$ cat config.mk
export PLATFORM = sky130hd
export DESIGN_NAME = memory_unit
export DESIGN_NICKNAME = d
export VERILOG_FILES = /design/src/rtl/memory_unit.sv
export SDC_FILE = /design/constraint.sdc
export NUM_CORES = 1
export LEC_CHECK = 0
export BUFFER_PORTS_ARGS = -buffer_cell sky130_fd_sc_hd__buf_2
export CORE_MARGIN = 4
export CORE_UTILIZATION = 44
export CTS_CLUSTER_SIZE = 28
export DETAILED_ROUTE_END_ITERATION = 8
export PLACE_DENSITY = 0.78
export SKIP_CTS_REPAIR_TIMING = 1
export SYNTH_ARGS = -nofsm -noshare
export SYNTH_HDL_FRONTEND = slang
export SYNTH_SLANG_ARGS = --single-unit
$ cat constraint.sdc
create_clock -name clk -period 2.3 [get_ports clk]
set_clock_uncertainty 0.2 [all_clocks]
set_input_delay 0.115 -clock clk [delete_from_list [all_inputs] [get_ports clk]]
set_output_delay 0.115 -clock clk [all_outputs]
set_load 0.01 [all_outputs]
$ cat src/rtl/memory_unit.sv
// ---------------------------------------------------------------------------
// memory_unit
//
// Memory pipeline stage controller. It holds the instruction leaving execute,
// checks its ARM condition code against the live flags and runs the data-RAM
// req/ack handshake with a timeout watchdog. While an access is outstanding
// the upstream stages are frozen through stall_mem.
//
// Ports
//   clk, rst_n          stage clock, asynchronous active-low reset
//   instr_in/opcode_in  instruction and opcode from execute
//   pc_in               PC of instr_in
//   bubble_in           execute is stalled: capture a NOP instead
//   flags_in            NZCV (bit3=N .. bit0=V)
//   mem_ack             data RAM finished the access this cycle
//   rn/rd/opcode/sel_w_addr1 _memory   forwarding info for execute
//   sel_addr            0 = ALU result address, 1 = A operand (post-index)
//   mem_req, ram_r_en, ram_w_en        data RAM control
//   stall_mem           freeze fetch/decode/execute this cycle
//   mem_err             sticky timeout flag (cleared by reset only)
//   instr_output, pc_out, opcode_out   towards the wait stage
// ---------------------------------------------------------------------------
module memory_unit #(
  parameter int TIMEOUT = 16
) (
  input  logic        clk,
  input  logic        rst_n,
  input  logic [31:0] instr_in,
  input  logic [6:0]  opcode_in,
  input  logic [6:0]  pc_in,
  input  logic        bubble_in,
  input  logic [3:0]  flags_in,
  input  logic        mem_ack,
  output logic [3:0]  rn_memory,
  output logic [3:0]  rd_memory,
  output logic [6:0]  opcode_memory,
  output logic [1:0]  sel_w_addr1_memory,
  output logic        sel_addr,
  output logic        mem_req,
  output logic        ram_r_en,
  output logic        ram_w_en,
  output logic        stall_mem,
  output logic        mem_err,
  output logic [31:0] instr_output,
  output logic [6:0]  pc_out,
  output logic [6:0]  opcode_out
);

  localparam logic [6:0]  OP_NOP    = 7'b0100000;
  localparam logic [31:0] INSTR_NOP = 32'hE320F000;
  localparam int          CW        = (TIMEOUT > 16) ? $clog2(TIMEOUT) : 4;
  localparam logic [CW-1:0] CNT_LAST = CW'(TIMEOUT - 1);

  typedef enum logic {IDLE, ACCESS} state_t;

  // Standard ARM condition decode; flags = {N, Z, C, V}.
  function automatic logic cond_ok(input logic [3:0] cond, input logic [3:0] f);
    logic n, z, c, v, r;
    n = f[3];
    z = f[2];
    c = f[1];
    v = f[0];
    case (cond)
      4'b0000: r = z;
      4'b0001: r = !z;
      4'b0010: r = c;
      4'b0011: r = !c;
      4'b0100: r = n;
      4'b0101: r = !n;
      4'b0110: r = v;
      4'b0111: r = !v;
      4'b1000: r = c && !z;
      4'b1001: r = !c || z;
      4'b1010: r = (n == v);
      4'b1011: r = (n != v);
      4'b1100: r = !z && (n == v);
      4'b1101: r = z || (n != v);
      4'b1110: r = 1'b1;
      default: r = 1'b0;
    endcase
    return r;
  endfunction

  function automatic logic is_mem_op(input logic [6:0] op);
    return (op[6:4] == 3'b110) || (op[6:3] == 4'b1000) || (op[6:4] == 3'b111);
  endfunction

  // Held stage state
  logic [31:0]   instr_q;
  logic [6:0]    opcode_q;
  logic [6:0]    pc_q;
  state_t        state_q;
  logic [CW-1:0] cnt_q;
  logic          mem_err_q;

  // Held-opcode classes
  logic is_ldr, is_ldr_lit, is_str, is_alu;
  assign is_ldr     = (opcode_q[6:4] == 3'b110);
  assign is_ldr_lit = (opcode_q[6:3] == 4'b1000);
  assign is_str     = (opcode_q[6:4] == 3'b111);
  assign is_alu     = !opcode_q[6] && (opcode_q != OP_NOP);

  logic cond_pass, live, abort;
  assign cond_pass = cond_ok(instr_q[31:28], flags_in);
  // Gate with the current condition too, so an access whose condition stops
  // holding (flags changed under it) is treated as squashed, not left hanging.
  assign live      = (state_q == ACCESS) && cond_pass;
  assign abort     = live && !mem_ack && (cnt_q == CNT_LAST);
  assign stall_mem = live && !mem_ack && !abort;

  // Capture path
  logic        cap_mem;
  logic [31:0] cap_instr;
  logic [6:0]  cap_op;
  assign cap_instr = bubble_in ? INSTR_NOP : instr_in;
  assign cap_op    = bubble_in ? OP_NOP : opcode_in;
  assign cap_mem   = !bubble_in && is_mem_op(opcode_in) && cond_ok(instr_in[31:28], flags_in);

  always_ff @(posedge clk or negedge rst_n) begin
    if (!rst_n) begin
      instr_q   <= INSTR_NOP;
      opcode_q  <= OP_NOP;
      pc_q      <= '0;
      state_q   <= IDLE;
      cnt_q     <= '0;
      mem_err_q <= 1'b0;
    end else begin
      if (abort)
        mem_err_q <= 1'b1;
      if (!stall_mem) begin
        // Ack, abort or idle: accept the next instruction at this edge.
        instr_q  <= cap_instr;
        opcode_q <= cap_op;
        pc_q     <= pc_in;
        state_q  <= cap_mem ? ACCESS : IDLE;
        cnt_q    <= '0;
      end else begin
        cnt_q <= cnt_q + 1'b1;
      end
    end
  end

  // Forwarding outputs follow the held instruction for the whole stall.
  assign rn_memory = instr_q[19:16];
  assign rd_memory = instr_q[15:12];
  assign opcode_memory = (!cond_pass || abort) ? OP_NOP : opcode_q;

  always_comb begin
    sel_w_addr1_memory = 2'b00;
    if (cond_pass) begin
      if (is_alu)
        sel_w_addr1_memory = 2'b01;
      else if ((is_ldr || is_str) && (!instr_q[24] || instr_q[21]))
        sel_w_addr1_memory = 2'b10;
    end
  end

  assign sel_addr = (is_ldr || is_str) && !instr_q[24];

  assign mem_req  = live;
  assign ram_r_en = live && (is_ldr || is_ldr_lit);
  assign ram_w_en = live && is_str;
  assign mem_err  = mem_err_q;

  logic pass_down;
  assign pass_down    = cond_pass && !stall_mem && !abort;
  assign instr_output = pass_down ? instr_q : INSTR_NOP;
  assign opcode_out   = pass_down ? opcode_q : OP_NOP;
  assign pc_out       = pc_q;

endmodule
==> impl_results.md, run 1 <==
- Final Wtd Congestion: 0.8685
- Initial core utilization: a little under half
- Crit path launch type: flop
- Leakage power: 2.589 nW
- Worst path depth: 10
- Post-synth EDFFs: 0
- Count of final hold-check violations: 1
- Drt drc: 0
- Post-DRT Antenna Nets: 0
- Setup ws final: -488.9 ps
- Layout Cells excl Fill: 590
- Worst path arrival time: around 2500 ps
- Top_reg_cell synth: dfrtp_1
- Final setup fails: around 100
- R2R Setup Slk: -410 ps
- Critical Path End Type: primary output
- Port Buffers: ~120
- Critical Path RT: approximately 2000 ps
- RR Startpoint: instr_q[28]
- Row count: 29
- Relative slew slack: between 20% and 30%
- Cells along the critical path: inv_1 > o2111ai_1 > a21oi_2 > a31oi_4 > buf_6 > a21oi_4 > buf_12 > buf_6 > and2_1 > buf_2
- First-pass GRT wire length: 12.13 mm
- Drt first pass iters: 5
- Post-route clock period utilization: 121.3%
- Layout cell share with drive strength beyond 1: 55.08%
- WHS: -3.415 ps
- Global route overflow: 0
- Hold Path Class: in -> reg
- Clock Tree Buf Depth: 2
- Max-cap violations: 0
- Die Y: 89.57 um
- Clock sink count: between 50 and 60
- Vias in the first global route: around 2600
- Via density: between 5 and 6
- Area delta synth->final: 83.42%
- # IOs: around 120
- Clock buffer count from CTS: 5
- Library cells used by synthesis: 43
- GRT Overall Usage: about a fifth
- CTS tree: done
- Least-Margin Pin Slew: about 1100 ps
- WP buf/inv: 5
- Reg2reg path depth: 12
- Reg2reg end: opcode_q[6]
- Placed Instances: a little over 500
- Vias: between 3000 and 4000
- Die Footprint: ~8000 sq um
- Clock-pin slew on the worst setup and hold paths: around 90 ps
- Core Region: 6422 sq um
- Synthesized Nets: 370
- Initial antenna violation count: 1
- WL final: 12.34 mm
- Post-layout util: roughly 84%
- DRT iter0 DRCs: roughly 210
- Cells after Synth: ~320
- CP max stage cell: dfstp_2
- Layout Nets: 566
- HPWL after DPL: 5.741 mm
- Crit path top cell by count: buf_6
- #FFs+latches synth: 52
- Max Freq: around 360 MHz
- Pin count of the biggest net entering global routing: 40
- Worst setup path start: instr_q[31]
- Placed instance area: ~3700 sq um
- Seq/Total Area, Yosys: between 40% and 50%
- Largest fanout on the critical path: 6
- RSZ-0062 raised after global routing: yes
- Ys Warns: 0
- WL per Instance: ~21 um
- Minimum clock period after layout: 2789 ps
- Failing checks: hold timing, setup timing
- Synth Cell Area: 2928 sq um
- Largest stage delay, worst path: approximately 600 ps
- Insertion delay to the later sink of the worst-skew pair: between 300 and 400 ps
- CP endpoint: instr_output[3]
- Slew Limit Fails: 0
- Crit Path Class: reg -> out
- Mean Syn Cell Area: between 9 and 10 sq um
- Pwr dens: around 510 nW/um^2
- Max H-tree Level: 2
- Setup TNS: -33110 ps
- Cell area after layout: 5370 sq um
- Die W: between 80 and 90 um
- Worst vdd ir: just over 0.4 mV
- Critical path's top delay family: buffers and inverters
- Root buf cell: clkbuf_8
- Status: finished, violations left
- Async S/R FF share, synth: 100.0%
-- registers in the layout (all words and copies together), names as in the netlist --
| signal | cells |
|---|---|
| instr_q | 32 |
| opcode_q | 7 |
| pc_out | 7 |
| cnt_q | 4 |
| mem_err | 1 |
| state_q | 1 |
-- worst min-delay path by stage --
stage / startpoint / endpoint / cells after the start
global placement: rst_n / instr_q[10] / 1
finish: instr_in[31] / instr_q[31] / 3
detailed placement: rst_n / instr_q[8] / 1
CTS: rst_n / instr_q[4] / 1
floorplan: rst_n / cnt_q[0] / 0
global route: instr_in[31] / instr_q[31] / 3
-- per-layer routing --
metal  global-route usage [%]  share of wire (%)  vias up
li1                         -                  -     1445
met1                    24.81                 36     1606
met2                    32.38                 54      178
met3                    4.927                6.3       37
met4                    5.277                3.1        0
met5                        0                  0        -
-- logic make-up (layout without fill, tap and decap cells) --
| family | Yosys count | after routing | synth area share, % |
|---|---|---|---|
| xor+xnor | 7 | 7 | 2.094 |
| simple gates | 114 | 114 | 19.44 |
| compound gates | 51 | 51 | 14.70 |
| fa+ha+maj | 1 | 1 | 0.4273 |
| mux | 19 | 19 | 7.265 |
| other cells | 0 | 1 | 0 |
| flops | 52 | 52 | 44.91 |
| buf+inv | 71 | 268 | 11.15 |
-- synthesized netlist by cell type (all sizes together) (2+ instances only) --
library cell	number	area [sq um]
buf	22	142.6
dfstp	11	289.0
xnor2	6	52.55
or3	2	12.51
mux2	8	90.09
inv	41	153.9
o21ai	5	25.02
mux2i	10	100.1
and2	31	193.9
nor2b	4	25.02
dfrtp	41	1026
nor3	2	15.01
nand3	4	20.02
a211oi	3	27.52
a21oi	4	20.02
nand2b	3	18.77
a31oi	3	33.78
o21bai	2	15.01
or2	2	12.51
clkbuf	8	30.03
nor2	18	67.56
nand2	40	150.1
and3	6	37.54
o32ai	28	245.2
-- stage by stage --
step	power [W]	setup WS [ps]
after detailed placement	0.001607	-111.5
after floorplan	0.001337	0.8329
after global routing	0.002823	-569.4
after global placement	0.001591	-61.59
final	0.002723	-488.9
after CTS	0.002235	-464.6
-- cell type report --
class	count	area, sq um
Tap cell	77	96.34
Fill cell	307	1052
Clock buffer	6	72.57
Multi-Input combinational cell	192	1798
Antenna cell	1	2.502
Timing Repair Buffer	219	1892
Inverter	41	153.9
Sequential cell	52	1316
Clock inverter	2	38.79
-- tightest hold or removal path: cells and delay by family --
kind / cells / cell delay [ps]
AO/OA/AOI/OAI: 1 / 160
buffers and inverters: 1 / 100
AND/OR/NAND/NOR: 1 / 100
-- power by group --
part / leakage, nW / internal (W) / switching [W] / total (W)
Combinational: 1.89 / 0.000547 / 0.000488 / 0.00104
Clock: 0.0558 / 0.000330 / 0.000336 / 0.000666
Sequential: 0.641 / 0.000977 / 0.0000455 / 0.00102
Total: 2.59 / 0.00185 / 0.000869 / 0.00272
-- cells in the final DEF, fill, tap and decap left out, types with 2 or more instances in the layout --
master,n
nand2_4,8
mux2i_1,10
clkbuf_8,5
inv_1,40
nor2b_1,2
buf_2,89
a211oi_2,2
or2_2,2
nand3_1,4
and2_1,7
xnor2_1,5
mux2_4,7
a21oi_1,2
o32ai_4,5
buf_4,28
nand2b_1,3
buf_12,7
o21ai_0,4
o32ai_2,21
buf_8,4
dlygate4sd3_1,46
and3_1,6
clkbuf_16,5
nor2_1,17
nand2_2,2
a31oi_1,2
o32ai_1,2
dfrtp_1,40
dfstp_2,11
and2_4,24
nand2_1,30
buf_6,40
Power figures use the tool's default switching activity.
==> run 2, diff against run 1 <==
--- a/config.mk
+++ b/config.mk
@@ -11,6 +11,7 @@
 export CTS_CLUSTER_SIZE = 28
 export DETAILED_ROUTE_END_ITERATION = 8
 export PLACE_DENSITY = 0.78
+export SETUP_SLACK_MARGIN = 0.4
 export SKIP_CTS_REPAIR_TIMING = 1
 export SYNTH_ARGS = -nofsm -noshare
 export SYNTH_HDL_FRONTEND = slang
==> run 2 against run 1 <==
Net effect: the flow still finishes with violations (hold timing, setup timing); hold slack better by 0.93 ps; first-iteration DRC count decreased by 45%; sequential cell count is the same; combinational power about the same; critical path depth did not move; cell count is 0.34% lower; global-route usage up 1.4 points; largest cell class unchanged; highest routed layer unchanged.
==> impl_results.md, run 2 (synthesized netlist as in run 1, its figures left out) <==
- Status: finished, violations left
- Failing checks: hold timing, setup timing
- Critical Path End Type: primary output
- Worst path depth: 10
- DRT iter0 DRCs: between 100 and 150
- # IOs: between 100 and 150
- First-pass GRT wire length: between 10 and 15 mm
- Row count: 29
- RR Startpoint: instr_q[28]
- Clock Tree Buf Depth: 2
- Cells along the critical path: buf_6 > or3_4 > o32ai_2 > o21ai_1 > buf_4 > a21oi_4 > buf_6 > clkbuf_16 > and2_4 > buf_6
- Critical path's top delay family: buffers and inverters
- Crit path top cell by count: buf_6
- Pwr dens: 486.6 nW/um^2
- Met2 Usage GRT: 34.38%
- Filler cells: about 370
- Vias in the first global route: approximately 2600
- Crit path launch type: flop
- FF/Latch Area: around 1300 sq um
- Largest Register: instr_q
- Hold Crit Depth: 4
- Placed Instances: slightly above 500
- Drt first pass iters: 5
- Most used routing layer in global routing: met2
- Layout Nets: roughly 570
- Final setup fails: approximately 100
- Die Footprint: about 8000 sq um
- Critical Path RT: about 2000 ps
- Reg2reg path depth: 12
- Leakage power: 2.496 nW
- Worst setup path start: instr_q[28]
- Global route overflow: 0
- Least-Margin Pin Slew: 1077 ps
- Die W: roughly 90 um
- Die Y: between 80 and 90 um
- Relative slew slack: between 20% and 30%
- Max Freq: ~360 MHz
- Drt drc: 0
- Initial core utilization: 45.59%
- HPWL after DPL: roughly 6.0 mm
- Largest fanout on the critical path: 6
- Most frequent cells in the layout: 92 x buf_2, 46 x buf_6, 46 x dlygate4sd3_1
- Area taken by multi-input logic gates: between 1500 and 2000 sq um
- WL final: between 10 and 15 mm
- Commonest non-fill, non-tap cell in the layout: buf_2
- Met3 Use GR: 4.288%
- Reg2reg end: instr_q[25]
- CP max stage cell: dfrtp_2
- Setup ws final: -452.9 ps
- Clock-pin slew on the worst setup and hold paths: ~100 ps
- Total power: around 0.0026 W
- Max-cap violations: 0
- Minimum clock period after layout: approximately 2800 ps
- Via density: about 5.4
- Count of final hold-check violations: 1
- WL per Instance: between 15 and 20 um
- Hold Path Class: in -> reg
- Max H-tree Level: 2
- Area delta synth->final: 79.96%
- Worst path arrival time: around 2400 ps
- Port Buffers: about 120
- Setup TNS: -34520 ps
- GR Util met1: 27.23%
- Pin count of the biggest net entering global routing: 40
- Vias: around 3200
- Diode count: 0
- Core Region: ~6400 sq um
- WP buf/inv: 5
- GRT Overall Usage: around a fifth
- Post-route clock period utilization: 119.7%
- RSZ-0062 raised after global routing: yes
- Worst vdd ir: around 0.40 mV
- R2R Setup Slk: -370 ps
- Layout Cells excl Fill: just under 600
- CP endpoint: instr_output[9]
- Final Wtd Congestion: 0.8320
- WHS: -2.487 ps
- CTS tree: done
- Root buf cell: clkbuf_8
- Initial antenna violation count: 0
- Largest stage delay, worst path: around 460 ps
- Post-DRT Antenna Nets: 0
- Crit Path Class: reg -> out
- Clock buffer count from CTS: 5
- Layout cell share with drive strength beyond 1: a little over half
- Number of flip-flops in the largest register: 32
- Insertion delay to the later sink of the worst-skew pair: between 300 and 400 ps
- Clock sink count: 52
- Slew Limit Fails: 0
-- run 2: changes by cell type in the layout (fill, tap and decap cells not counted), moves of 6 or more --
cell,delta
nand2_1,+9
buf_4,-8
nand2_4,-8
and2_1,-6
and2_4,+6
buf_6,+6
-- run 2: per-layer routing --
| metal | part of all wire, % | vias to the layer above |
|---|---|---|
| met4 | 3.3 | 0 |
| met3 | 5.7 | 35 |
| li1 | - | 1439 |
| met2 | 54 | 150 |
| met5 | 0 | - |
| met1 | 37 | 1549 |
-- run 2: worst min-delay path by stage --
| stage | slack, ps | end | from |
|---|---|---|---|
| after global placement | -190 | pc_out[2] | rst_n |
| final | -2 | state_q | opcode_in[6] |
| after detailed placement | -190 | pc_out[2] | rst_n |
| after floorplan | -380 | cnt_q[0] | rst_n |
| after CTS | -530 | cnt_q[3] | rst_n |
| after global routing | 20 | opcode_q[6] | opcode_in[6] |
-- run 2: metrics by stage --
step                util, %  area (sq um)  setup slack (ps)
floorplan                 -          3128             90.56
global placement      60.06          3857            -12.22
detailed placement    60.06          3857            -63.98
CTS                   61.45          3946            -418.2
global route          82.04          5269            -571.8
finish                82.04          5269            -452.9
-- run 2: layout make-up --
| type | instances | area share (%) |
|---|---|---|
| Timing Repair Buffer | 218 | 35.86 |
| Clock buffer | 6 | 1.377 |
| Sequential cell | 52 | 24.98 |
| Clock inverter | 2 | 0.3087 |
| Multi-Input combinational cell | 192 | 32.72 |
| Tap cell | 77 | 1.829 |
| Inverter | 41 | 2.921 |
-- run 2: report_power, final --
part / switching [W] / internal (W)
combinational: 0.000451 / 0.000561
clock: 0.000311 / 0.000217
sequential: 0.0000471 / 0.000977
total: 0.000809 / 0.00175
-- run 2: tightest hold or removal path: cells and delay by family --
kind | cells | cell delay, ps
simple gates | 1 | 120
buf+inv | 1 | 90
compound gates | 2 | 140
==> run 3, diff against run 2 <==
--- a/config.mk
+++ b/config.mk
@@ -7,10 +7,10 @@
 export LEC_CHECK = 0
 export BUFFER_PORTS_ARGS = -buffer_cell sky130_fd_sc_hd__buf_2
 export CORE_MARGIN = 4
-export CORE_UTILIZATION = 44
+export CORE_UTILIZATION = 45
 export CTS_CLUSTER_SIZE = 28
 export DETAILED_ROUTE_END_ITERATION = 8
-export PLACE_DENSITY = 0.78
+export PLACE_DENSITY = 0.77
 export SETUP_SLACK_MARGIN = 0.4
 export SKIP_CTS_REPAIR_TIMING = 1
 export SYNTH_ARGS = -nofsm -noshare
==> constraint.sdc (replaced) <==
create_clock -name clk -period 2.7 [get_ports clk]
set_clock_uncertainty 0.2 [all_clocks]
set_input_delay 0.135 -clock clk [delete_from_list [all_inputs] [get_ports clk]]
set_output_delay 0.135 -clock clk [all_outputs]
set_load 0.01 [all_outputs]
==> run 3 against run 2 <==
Net effect: the flow finishes with violations (setup timing); sequential share of layout area increased by 0.66 points; critical path depth decreased by 1; non-clock buffer count decreased by 12; via count increased by 3.6%; clock power increased by 7.4%; total power decreased by 11%; sequential cell count unchanged; hold slack improved by 26 ps; count of clock-buffer cells in the layout decreased by 1; critical path type unchanged; largest cell class unchanged; largest power group unchanged.
==> impl_results.md, run 3 (synthesized netlist as in run 1, its figures left out) <==
- Status: finished, violations left
- Failing checks: setup timing
- Crit path launch type: flop
- Crit Path Class: reg -> out
- Vias: between 3000 and 4000
- Pin count of the biggest net entering global routing: 40
- Worst path arrival time: approximately 2400 ps
- Clock Tree Buf Depth: 2
- Final Wtd Congestion: between 0.8 and 0.9
- Insertion delay to the later sink of the worst-skew pair: 320 ps
- DRT iter0 DRCs: between 200 and 300
- RSZ-0062 raised after global routing: yes
- Post-route clock period utilization: 101.4%
- Post-layout util: between 80% and 90%
- CP endpoint: opcode_out[3]
- CTS tree: done
- First-pass GRT wire length: around 12 mm
- Cells along the critical path: inv_1 > o2111ai_1 > a21oi_2 > a31oi_4 > a21oi_4 > buf_12 > buf_8 > and2_1 > buf_2
- CP max stage cell: dfstp_2
- Critical Path RT: approximately 2400 ps
- GRT Overall Usage: 19.81%
- Largest stage delay, worst path: between 600 and 700 ps
- Vias in the first global route: 2561
- Post-DRT Antenna Nets: 0
- Least-Margin Pin Slew: roughly 980 ps
- Initial core utilization: a little under half
- Drt drc: 0
- Initial antenna violation count: 0
- Largest fanout on the critical path: 6
- Reg2reg path depth: 9
- Port Buffers: roughly 120
- Number of flip-flops in the largest register: 32
- Leakage power: between 2 and 2.5 nW
- Hold Path Class: in -> reg
- Clock buffer count from CTS: 5
- Pwr dens: about 440 nW/um^2
- Largest Register: instr_q
- WP buf/inv: 4
- Max H-tree Level: 2
- Layout Nets: approximately 550
- Max Freq: about 370 MHz
- Area delta synth->final: 75.34%
- Placed instance area: approximately 3600 sq um
- Row count: 29
- Clock sink count: 52
- Slew Limit Fails: 0
- WHS: 23.86 ps
- Critical Path End Type: primary output
- R2R Setup Slk: roughly 90 ps
- Layout cell share with drive strength beyond 1: a little over half
- Cell area after layout: 5134 sq um
- Worst vdd ir: 0.3284 mV
- Drt first pass iters: 5
- Clock-pin slew on the worst setup and hold paths: 110 ps
- Reg2reg end: pc_out[6]
- Relative slew slack: between 30% and 40%
- WL final: 11.41 mm
- Die Y: 88.66 um
- Layout Cells excl Fill: 576
- WL per Instance: 19.82 um
- Die Footprint: slightly below 8000 sq um
- Setup TNS: -182.7 ps
- HPWL after DPL: between 5 and 6 mm
- Min-delay src: mem_ack
- Global route overflow: 0
- Max-cap violations: 0
- Commonest non-fill, non-tap cell in the layout: buf_2
- # IOs: approximately 120
- Root buf cell: clkbuf_8
- Count of final hold-check violations: 0
- Worst path depth: 9
- Worst setup path start: instr_q[31]
- Diode count: 0
- Most frequent cells in the layout: 88 x buf_2, 45 x dlygate4sd3_1, 40 x inv_1, 40 x buf_6, 40 x dfrtp_1
- Setup ws final: -37.04 ps
- Core Region: 6350 sq um
- Minimum clock period after layout: about 2700 ps
- Final setup fails: 14
- RR Startpoint: instr_q[29]
- Via density: around 5.7
- Critical path's top delay family: compound AO/OA/AOI/OAI gates
- Die W: roughly 89 um
- Placed Instances: roughly 490
run 3: changes by cell type in the layout (fill, tap and decap cells not counted), moves of 4 or more:
cell,delta
buf_2,-4
buf_6,-6
nand2_1,-8
nand2_4,+7
o32ai_1,+5
o32ai_2,-4
run 3: tightest hold or removal path: stages:
cell	delay, ps
buf_2	100
nand2b_1	210
nor3_2	70
run 3: worst min path at each step:
stage	end	slack, ps	cells past startpoint
after CTS	instr_q[3]	-310	1
after detailed placement	instr_q[3]	30	1
after floorplan	cnt_q[0]	-360	0
after global placement	instr_q[11]	30	1
after global routing	cnt_q[2]	10	3
final	cnt_q[2]	20	3
run 3: layout make-up:
class,count,area [sq um]
repair buffers,206,1769
multi-input cells,192,1683
flip-flops and latches,52,1316
fillers,341,1216
inverters,41,153.9
well taps,77,96.34
clock buffers,5,68.82
clock inverters,3,46.29
run 3: where the power goes:
| part | internal, W | switching, W | total (W) |
|---|---|---|---|
| registers | 0.000832 | 0.0000380 | 0.000870 |
| logic | 0.000447 | 0.000396 | 0.000843 |
| clock network | 0.000282 | 0.000286 | 0.000567 |
run 3: stage by stage:
step           total power [W]  setup slack [ps]
2_1_floorplan         0.001139             400.8
3_3_place_gp          0.001322             157.6
3_5_place_dp          0.001334             73.36
4_1_cts               0.001889            -282.6
5_1_grt               0.002367            -101.0
6_report              0.002280            -37.04
run 3: routing by layer:
layer  share of wire, %  track usage [%]
met5                  0                0
met1                 35            24.22
met2                 52            33.60
met3                8.0            5.121
met4                5.1            7.280
